**config.mk**
```make
export PLATFORM = sky130hd
export DESIGN_NAME = pipelined_weighted_sum
export DESIGN_NICKNAME = d
export VERILOG_FILES = /design/src/rtl/nn_pkg.sv /design/src/rtl/wsum_tree_level.sv /design/src/rtl/pipelined_weighted_sum.sv
export SDC_FILE = /design/constraint.sdc
export NUM_CORES = 2
export LEC_CHECK = 0
export BUFFER_PORTS_ARGS = -buffer_cell sky130_fd_sc_hd__buf_2
export CAP_MARGIN = 10
export CORE_ASPECT_RATIO = 1.2
export CORE_MARGIN = 8
export CORE_UTILIZATION = 30
export CTS_CLUSTER_SIZE = 30
export DETAILED_ROUTE_END_ITERATION = 8
export GPL_TIMING_DRIVEN = 0
export PLACE_DENSITY_LB_ADDON = 0.12
export SKIP_CTS_REPAIR_TIMING = 1
export SKIP_LAST_GASP = 1
export SLEW_MARGIN = 5
export SYNTH_ARGS = -nofsm -noshare
export SYNTH_HDL_FRONTEND = slang
export SYNTH_SLANG_ARGS = --single-unit
export TNS_END_PERCENT = 100
```
**constraint.sdc**
```tcl
create_clock -name clk -period 2.9 [get_ports clk]
set_clock_uncertainty 0.2 [all_clocks]
set_input_delay 0.435 -clock clk [delete_from_list [all_inputs] [get_ports clk]]
set_output_delay 0.435 -clock clk [all_outputs]
set_load 0.1 [all_outputs]
```
**src/rtl/nn_pkg.sv**
```systemverilog
// Shared perceptron definitions: default weight width, weight type,
// a constant-friendly clog2, and the overflow / saturate-or-wrap helpers
// reused by the activation stage.
package nn_pkg;

  localparam int NN_WEIGHT_W  = 32;
  // Widest accumulator the helpers accept; callers sign-extend into it.
  localparam int NN_ACC_MAX_W = 64;

  typedef logic signed [NN_WEIGHT_W-1:0] nn_weight_t;

  // Ceiling log2 usable in parameter expressions; nn_clog2(1) = 0.
  function automatic int nn_clog2(input int n);
    int r;
    r = 0;
    for (int i = 0; i < 31; i++) begin
      if ((32'sd1 <<< i) < n) begin
        r = i + 1;
      end
    end
    return r;
  endfunction

  // True when acc does not fit a signed w-bit two's-complement value.
  function automatic logic nn_ovf(input logic signed [NN_ACC_MAX_W-1:0] acc,
                                  input int unsigned w);
    logic signed [NN_ACC_MAX_W-1:0] max_v;
    logic signed [NN_ACC_MAX_W-1:0] min_v;
    max_v = (64'sd1 <<< (w - 32'd1)) - 64'sd1;
    min_v = -(64'sd1 <<< (w - 32'd1));
    return (acc > max_v) || (acc < min_v);
  endfunction

  // Clamp to the signed w-bit range when sat_en, otherwise pass through so
  // the caller's truncation to w bits gives the two's-complement wrap.
  function automatic logic [NN_ACC_MAX_W-1:0] nn_sat_wrap(
      input logic signed [NN_ACC_MAX_W-1:0] acc,
      input int unsigned w,
      input logic sat_en);
    logic [NN_ACC_MAX_W-1:0] r;
    if (sat_en && nn_ovf(acc, w)) begin
      if (acc[NN_ACC_MAX_W-1]) begin
        r = -(64'sd1 <<< (w - 32'd1));
      end else begin
        r = (64'sd1 <<< (w - 32'd1)) - 64'sd1;
      end
    end else begin
      r = acc;
    end
    return r;
  endfunction

endpackage

```
**src/rtl/wsum_tree_level.sv**
```systemverilog
// One register level of the weighted-sum adder tree: PAIRS full-precision
// AW-bit adders plus a valid bit, all loading only when adv is high.
module wsum_tree_level import nn_pkg::*; #(
  parameter int PAIRS = 1,
  parameter int AW    = 32
) (
  input  logic                    clk,
  input  logic                    rst_n,
  input  logic                    adv,
  input  logic                    in_valid,
  input  logic [2*PAIRS*AW-1:0]   in_data,
  output logic                    out_valid,
  output logic [PAIRS*AW-1:0]     out_data
);

  logic [PAIRS*AW-1:0] sum_s;
  logic [PAIRS*AW-1:0] data_r;
  logic                valid_r;

  // Pairwise sums of neighbouring terms; AW already covers the tree growth.
  always_comb begin
    sum_s = '0;
    for (int j = 0; j < PAIRS; j++) begin
      sum_s[j*AW +: AW] = in_data[(2*j)*AW +: AW] + in_data[(2*j+1)*AW +: AW];
    end
  end

  // Level register; the whole pipe freezes together when adv is low.
  always_ff @(posedge clk or negedge rst_n) begin
    if (!rst_n) begin
      valid_r <= 1'b0;
      data_r  <= '0;
    end else if (adv) begin
      valid_r <= in_valid;
      data_r  <= sum_s;
    end
  end

  assign out_valid = valid_r;
  assign out_data  = data_r;

endmodule

```
**src/rtl/pipelined_weighted_sum.sv**
```systemverilog
// Pipelined binary-input weighted sum: masked terms, log2(N) registered
// adder levels, then a registered wrap/saturate output stage with overflow
// flag. Valid/ready flow control with a single global advance enable.
// Build option: define WSUM_SATURATE_EN to clamp sum on overflow instead of
// wrapping.
module pipelined_weighted_sum import nn_pkg::*; #(
  parameter int N = 8,
  parameter int W = NN_WEIGHT_W
) (
  input  logic           clk,
  input  logic           rst_n,
  input  logic           in_valid,
  output logic           in_ready,
  input  logic [N-1:0]   x,
  input  logic [W*N-1:0] w,
  output logic           out_valid,
  input  logic           out_ready,
  output logic [W-1:0]   sum,
  output logic           ovf
);

  localparam int LEVELS = nn_clog2(N);
  localparam int NP     = 1 << LEVELS;
  localparam int AW     = W + LEVELS;
  // All levels packed into one vector: NP + NP/2 + ... + 1 terms.
  localparam int TREE_W = AW * (2*NP - 1);

`ifdef WSUM_SATURATE_EN
  localparam logic SAT_EN = 1'b1;
`else
  localparam logic SAT_EN = 1'b0;
`endif

  // Bit offset of tree level l inside tree_s.
  function automatic int lvl_off(input int l);
    return AW * (2*NP - ((2*NP) >> l));
  endfunction

  logic                          adv_s;
  logic [NP*AW-1:0]              stage0_next_s;
  logic [NP*AW-1:0]              stage0_data_r;
  logic                          stage0_valid_r;
  logic [TREE_W-1:0]             tree_s;
  logic [LEVELS:0]               vld_s;
  logic [AW-1:0]                 final_s;
  logic signed [NN_ACC_MAX_W-1:0] acc_ext_s;
  logic [W-1:0]                  sum_next_s;
  logic                          ovf_next_s;
  logic                          out_valid_r;
  logic [W-1:0]                  sum_r;
  logic                          ovf_r;

  assign adv_s    = !out_valid_r || out_ready;
  assign in_ready = adv_s;

  // Masked, sign-extended terms; padding channels stay zero.
  always_comb begin
    stage0_next_s = '0;
    for (int i = 0; i < N; i++) begin
      if (x[i]) begin
        stage0_next_s[i*AW +: AW] = AW'($signed(w[W*i +: W]));
      end else begin
        stage0_next_s[i*AW +: AW] = '0;
      end
    end
  end

  // Stage 0 register: a transfer happens whenever in_valid is high under adv.
  always_ff @(posedge clk or negedge rst_n) begin
    if (!rst_n) begin
      stage0_valid_r <= 1'b0;
      stage0_data_r  <= '0;
    end else if (adv_s) begin
      stage0_valid_r <= in_valid;
      stage0_data_r  <= stage0_next_s;
    end
  end

  assign tree_s[0 +: NP*AW] = stage0_data_r;
  assign vld_s[0]           = stage0_valid_r;

  for (genvar l = 1; l <= LEVELS; l++) begin : g_lvl
    wsum_tree_level #(
      .PAIRS (NP >> l),
      .AW    (AW)
    ) u_level (
      .clk       (clk),
      .rst_n     (rst_n),
      .adv       (adv_s),
      .in_valid  (vld_s[l-1]),
      .in_data   (tree_s[lvl_off(l-1) +: 2*(NP >> l)*AW]),
      .out_valid (vld_s[l]),
      .out_data  (tree_s[lvl_off(l) +: (NP >> l)*AW])
    );
  end

  assign final_s    = tree_s[lvl_off(LEVELS) +: AW];
  assign acc_ext_s  = NN_ACC_MAX_W'($signed(final_s));
  assign ovf_next_s = nn_ovf(acc_ext_s, W);
  assign sum_next_s = W'(nn_sat_wrap(acc_ext_s, W, SAT_EN));

  // Output register: holds sum/ovf while the consumer stalls.
  always_ff @(posedge clk or negedge rst_n) begin
    if (!rst_n) begin
      out_valid_r <= 1'b0;
      sum_r       <= '0;
      ovf_r       <= 1'b0;
    end else if (adv_s) begin
      out_valid_r <= vld_s[LEVELS];
      sum_r       <= sum_next_s;
      ovf_r       <= ovf_next_s;
    end
  end

  assign out_valid = out_valid_r;
  assign sum       = sum_r;
  assign ovf       = ovf_r;

endmodule

```
== Word level (Yosys, flattened, before mapping) ==
Cells that the tools add are included.
W data, S select, Z words.

* Register bits after elaboration: 563
* Latch bits: 0
* Memory bits (writable): 0
* Memory bits (read-only): 0
* Bits of input ports: 268
* Output and inout port bits: 35
* Memories kept: 0

* Add/sub/neg operators: 7
* Multiply operators: 0
* Divide/modulo/power cells: 0
* $lt $le $gt $ge: 2
* Equal/unequal tests: 0
* Shift-type cells: 0
* Multiplexer cells: 8
* Bitwise gates (word level): 0
* Reductions and logical operators: 3

{| class="wikitable"
|+ Operators with widths
! operator !! number
|-
| $mux W35 || 8
|-
| $add A35 B35 Y35 || 7
|-
| $gt A35 B32 Y1 const B || 1
|-
| $lt A35 B32 Y1 const B || 1
|-
| $logic_or A1 B1 Y1 || 2
|-
| $logic_not A1 Y1 || 1
|}

== Depth between registers and ports, before layout ==
* Depth in word-level cells: 2
* Gate-level depth with buffers: 12
* Mapped depth without buffers: 12

== Modules after synthesis ==
Synthesis repeated with hierarchy kept, for this count alone.

* Cells, all modules: 3688
* Area total of the unflattened synthesis: 34744.6 sq um

{| class="wikitable"
|+ Modules (own cells, without submodules)
! module !! instances !! cells each !! area each (sq um) !! sequential area each (sq um)
|-
| pipelined_weighted_sum || 1 || 1212 || 12434.4 || 7282.0
|-
| wsum_tree_level (g_lvl[1].u_level) || 1 || 1303 || 12305.6 || 3528.4
|-
| wsum_tree_level (g_lvl[2].u_level) || 1 || 782 || 6638.9 || 1776.7
|-
| wsum_tree_level (g_lvl[3].u_level) || 1 || 391 || 3365.7 || 900.9
|}

== Least setup slack after synthesis ==
Ideal clock, no wire load.

* Path kind: register -> output
* Start point: reg out_valid_r (netlist: out_valid)
* End point: out in_ready
* Arrival: 2890 ps
* Setup slack: -625 ps
* Cell stages (with the launch flop): 7
* Buffers on the path: 4
* Path through: dfrtp_1 > nor2b_1 > clkbuf_1 > inv_2 > clkbuf_1 > clkbuf_1 > clkbuf_1

* Word-level cells in the longest chain between the ends: 2

{| class="wikitable"
|+ Ends and longest elaborated chain
! what !! line !! RTL
|-
| start: declaration || pipelined_weighted_sum.sv:49 || <nowiki>logic out_valid_r;</nowiki>
|-
| start signal: assignment || pipelined_weighted_sum.sv:109 || <nowiki>out_valid_r <= vld_s[LEVELS];</nowiki>
|-
| $logic_not A1 Y1 || pipelined_weighted_sum.sv:53 || <nowiki>assign adv_s = !out_valid_r || out_ready;</nowiki>
|-
| $logic_or A1 B1 Y1 || pipelined_weighted_sum.sv:53 ||
|-
| end: declaration || pipelined_weighted_sum.sv:13 || <nowiki>output logic in_ready,</nowiki>
|}

No other way between the ends.

== Final worst setup path ==
* Start point: reg g_lvl[2].u_level.data_r[35]
* End point: reg g_lvl[3].u_level.data_r[26]

* Word-level cells in the longest chain between the ends: 1

{| class="wikitable"
|+ Ends and longest elaborated chain
! what !! line !! RTL
|-
| start: declaration || wsum_tree_level.sv:17 || <nowiki>logic [PAIRS*AW-1:0] data_r;</nowiki>
|-
| start signal: assignment || wsum_tree_level.sv:35 || <nowiki>data_r <= sum_s;</nowiki>
|-
| $add A35 B35 Y35 || wsum_tree_level.sv:24 || <nowiki>sum_s[j*AW +: AW] = in_data[(2*j)*AW +: AW] + in_data[(2*j+1)*AW +: AW];</nowiki>
|-
| end signal: assignment || wsum_tree_level.sv:35 ||
|-
| end: declaration || wsum_tree_level.sv:17 ||
|}

No other way between the ends.
A chain may end at the register's enable or synchronous reset.

==> summary.txt <==
Timing
  – Setup repair after global routing missed its margin: true
  – Worst Max-Slew Pin Slew: 1000 ps
  – Worst path setup slack after routing: -179 ps
  – Hold slack: -7.27 ps
  – Fmax achieved: 325 MHz
  – Final critical-path required period: 3080 ps
  – Final count of negative-setup-slack endpoints: 19
  – Max-slew violation total from the final report: 0
  – Final Hold Violating Endpoints: 2
  – Final critical-path share of the clock period: 106%
  – Worst-case headroom to the max-slew limit: 33.4%

Layout
  – Layout area overhead: 34.5%
  – Number of nets at the end of the flow: 4948
  – Share of layout cells above drive strength 1: between 15 and 20%
  – Multi-input logic area: 19200 µm²
  – Final std cells w/o fill: 5890
  – Count of filler cells inserted in the layout: 10800
  – Sequential cell area: 13500 µm²

Critical path
  – Delay of the slowest cell on the worst path: ~360 ps
  – CP Buf/Inv Count: 1
  – Arrival @ worst endpoint: ~3300 ps
  – Critical path destination: g_lvl[3].u_level.out_data[26]
  – Cell-by-cell trace of the critical path: ha_2 -> inv_2 -> fa_2 -> nand2b_4 -> a211oi_4 -> o211ai_1 -> a21boi_2 -> o21ai_2 -> a21oi_2 -> a221oi_2 -> xor2_1 -> a21oi_1
  – Worst path required time: approximately 3200 ps
  – Flop2flop setup slack: -180 ps
  – Launching element of the worst setup path: g_lvl[2].u_level.out_data[35]
  – Category of the most critical setup path: reg2reg
  – Startpoint kind of the worst setup timing path: register
  – FF-to-FF End: g_lvl[3].u_level.out_data[26]
  – Logic depth of the worst path, buffers included: 12
  – Dominant delay contributor by cell family on the critical path: compound AO/OA/AOI/OAI gates
  – Slowest stage cell on the critical path: dfrtp_1
  – Worst r2r path cells: 12
  – Worst reg2reg path startpoint: g_lvl[2].u_level.out_data[35]
  – Crit path max fanout: 3
  – CP endpoint kind: register

Clock tree
  – Number of H-tree levels: 3
  – Number of clock sinks: 539
  – Number of clock buffers inserted by TritonCTS: between 60 and 70
  – Clock input transition at the sequential cells of the worst setup and hold paths: 60 ps
  – Maximum buffer depth of the clock tree: 3
  – Clock tree root buffer cell: clkbuf_16
  – Clock tree from TritonCTS: yes
  – Clock latency on the worst-skew pair: about 620 ps

Yosys
  – Async set or reset register ratio after synthesis: 100%
  – EDFF count, synth: 0
  – Simple-gate area share of the yosys netlist: between 20 and 25%
  – Multiplexer share of the synthesized area: 0.102%
  – Post-Syn Area per Cell: 8.52 µm²
  – Xor and xnor fraction of the mapped netlist area: under 10%
  – Fraction of the mapped netlist area in compound gates: a little under a fifth
  – Part of the Yosys area used for sequential elements: 42.4%
  – Yosys cell types: 83
  – Number of instances in the synthesized netlist: 3731
  – Number of storage elements in the synthesis netlist: 539
  – Most frequently used flop master after synthesis: dfrtp_1
  – Largest family of logic cells by synthesized area: simple AND/OR/NAND/NOR gates
  – Synthesis Warnings: 0
  – Synthesized area: 31800 µm²
  – Synthesized Nets: 4236
  – Adder-cell share of the synthesized area: 9.49%

Detailed routing
  – Via count of the routed design: 29100
  – Final routed wirelength across all metal layers: ~120000 µm
  – DRT Pass-1 Iters: 5
  – Drt wl/cell: 19.9 µm
  – Number of design rule violations left after detail routing: 0
  – Detailed Route Iter0 Violations: 1618
  – Antenna-violating nets left: 0
  – Vias per Instance: 4.94

Global route
  – Grt total ovfl: 0
  – Number of antenna violations at the first check in global routing: 4
  – Global-route wire length before repair: roughly 170000 µm
  – Pin count of the biggest net entering global routing: 104
  – Global router's overall resource usage: 18.9%
  – Vias in the first global route: 28300

Pwr
  – Largest vdd supply drop: between 0.5 and 0.6 mV
  – Cell area power density: approximately 1200 nW/µm²
  – Static Leak: 20.4 nW

Floorplanning
  – Number of top-level pins: 303
  – Core Area: between 100000 and 150000 µm²
  – Area of the die: 117000 µm²
  – Die Y-Extent: 373 µm
  – X dimension of the die: 313 µm
  – Initial core utilization: 30.1%
  – Number of placement rows: 131

Placement
  – Number of buffers added on ports: 302
  – DP HPWL: between 80000 and 90000 µm
  – Post-placement setup slack: -1640 ps
  – Number of placed instances with taps included: roughly 5400
  – GP Congestion: 0.874

Min path
  – Source of the worst hold timing path: x[5]
  – Path class of the lowest-slack min-delay path: in2reg

Status
  – Result of the run: finished with violations
  – Violations in the final reports: negative hold slack, negative setup slack

Run
  – Count of maximum capacitance violations: 0
-- report_power, final --
group / leakage [nW] / internal (mW) / switching [mW] / total, mW
clock network: 1.15 / 5.56 / 3.48 / 9.04
logic: 12.5 / 11.3 / 17.7 / 29.1
registers: 6.67 / 10.4 / 2.39 / 12.8
total: 20.4 / 27.3 / 23.6 / 50.9
-- per-layer routing --
| metal | GRT usage [%] | part of all wire [%] | up-vias |
|---|---|---|---|
| met1 | 25.6 | 46 | 14000 |
| li1 | - | - | 14400 |
| met2 | 30.9 | 47 | 568 |
| met4 | 5.29 | 2.5 | 0 |
| met5 | 0 | 0 | - |
| met3 | 3.20 | 4.1 | 140 |
-- Yosys cell counts, drive strengths merged (5+ instances only) --
library cell,number,area (µm²)
nor2,250,938
nor2b,22,138
and4,10,87.6
a41o,5,50.1
a221o,8,80.1
nand4,29,181
o21a,25,188
nand2b,25,156
o211ai,19,143
and3,22,138
nor4,5,37.5
xnor2,86,753
o221ai,6,52.6
a21oi,334,1690
a21o,134,1010
a211o,5,43.8
or2,7,43.8
a21boi,14,105
o31a,6,52.6
inv,62,233
o21ai,194,971
dfrtp,539,13500
and2,15,93.8
o21bai,30,225
xor2,105,920
buf,24,97.6
a221oi,5,50.0
fa,7,140
nor3,27,135
clkbuf,157,591
nand2,853,3200
o31ai,29,250
a211oi,28,215
a41oi,11,96.3
a31oi,33,228
nor3b,5,42.5
ha,230,2880
nand3,307,1540
-- how the worst min path moves through the flow --
stage / cells after the start / slack [ps] / to
after floorplan: 0 / -60 / g_lvl[1].u_level.out_data[0]
after global routing: 3 / 0.4 / stage0_data_r[175]
after CTS: 1 / -560 / sum[11]
final: 3 / -7 / stage0_data_r[175]
after global placement: 2 / 250 / g_lvl[3].u_level.out_valid
after detailed placement: 1 / 110 / sum[20]
-- cells in the final DEF (no fill, tap or decap), types with 16 or more instances in the layout --
cell / netlist / layout
xor2_1: 105 / 93
clkbuf_1: 156 / 131
o21a_1: 25 / 24
o21ai_0: 176 / 134
and3_1: 22 / 19
inv_1: 61 / 56
a21oi_1: 329 / 287
buf_1: 18 / 16
o21bai_1: 30 / 30
a21oi_2: 5 / 41
nand3_1: 307 / 303
nand2b_1: 25 / 24
ha_4: 0 / 38
nor3_1: 27 / 26
o31ai_1: 26 / 17
nor2b_1: 22 / 16
o211ai_1: 19 / 19
buf_4: 0 / 80
xnor2_1: 86 / 74
dlygate4sd3_1: 0 / 261
nor2_1: 250 / 247
nand4_1: 29 / 29
ha_1: 230 / 172
o21ai_2: 0 / 24
nand2_1: 853 / 852
o21ai_1: 18 / 31
a21o_1: 134 / 134
clkbuf_16: 0 / 73
a31oi_1: 31 / 22
clkbuf_2: 1 / 23
dfrtp_1: 539 / 529
ha_2: 0 / 20
buf_2: 6 / 302
-- cell families after synthesis --
group	Yosys count
fa+ha+maj	237
flops	539
mux	3
xor+xnor	191
buf+inv	243
simple gates	1597
compound gates	921
-- worst reg2reg max path, delay by kind of cell, from the launching register on --
family                   cells  cell delay [ps]
buffers and inverters        1               40
AO/OA/AOI/OAI                7             1300
AND/OR/NAND/NOR              1              170
flip-flops                   1              360
XOR/XNOR                     1              330
adder cells (fa/ha/maj)      2              540
-- area by class of cell --
cell class	count	area share [%]
inverters	62	0.544
flip-flops and latches	539	31.6
well taps	1396	4.08
diodes	1	0.00585
clock buffers	95	4.63
multi-input cells	2949	44.9
clock inverters	24	0.837
repair buffers	656	11.7
plain buffers	168	1.70
-- through the flow --
stage	TNS, ps	area (µm²)	utilization (%)	power, mW	hold WS [ps]
detailed placement	-452300	35300	33.3	37.8	107
global route	-6070	42800	40.5	54.5	0.422
finish	-1340	42800	40.5	50.9	-7.27
global placement	-6383480	35100	33.2	37.7	249
floorplan	0	31800	-	29.8	-60.6
CTS	-391490	37600	35.6	47.1	-558
-- flip-flops by register name (all words and copies together), names as in the netlist --
| name | count |
|---|---|
| stage0_data_r | 256 |
| g_lvl.u_level.out_valid | 3 |
| g_lvl.u_level.out_data | 245 |
| out_valid | 1 |
| sum | 32 |
| ovf | 1 |
| stage0_valid_r | 1 |
(Power assumes the default switching activity.)
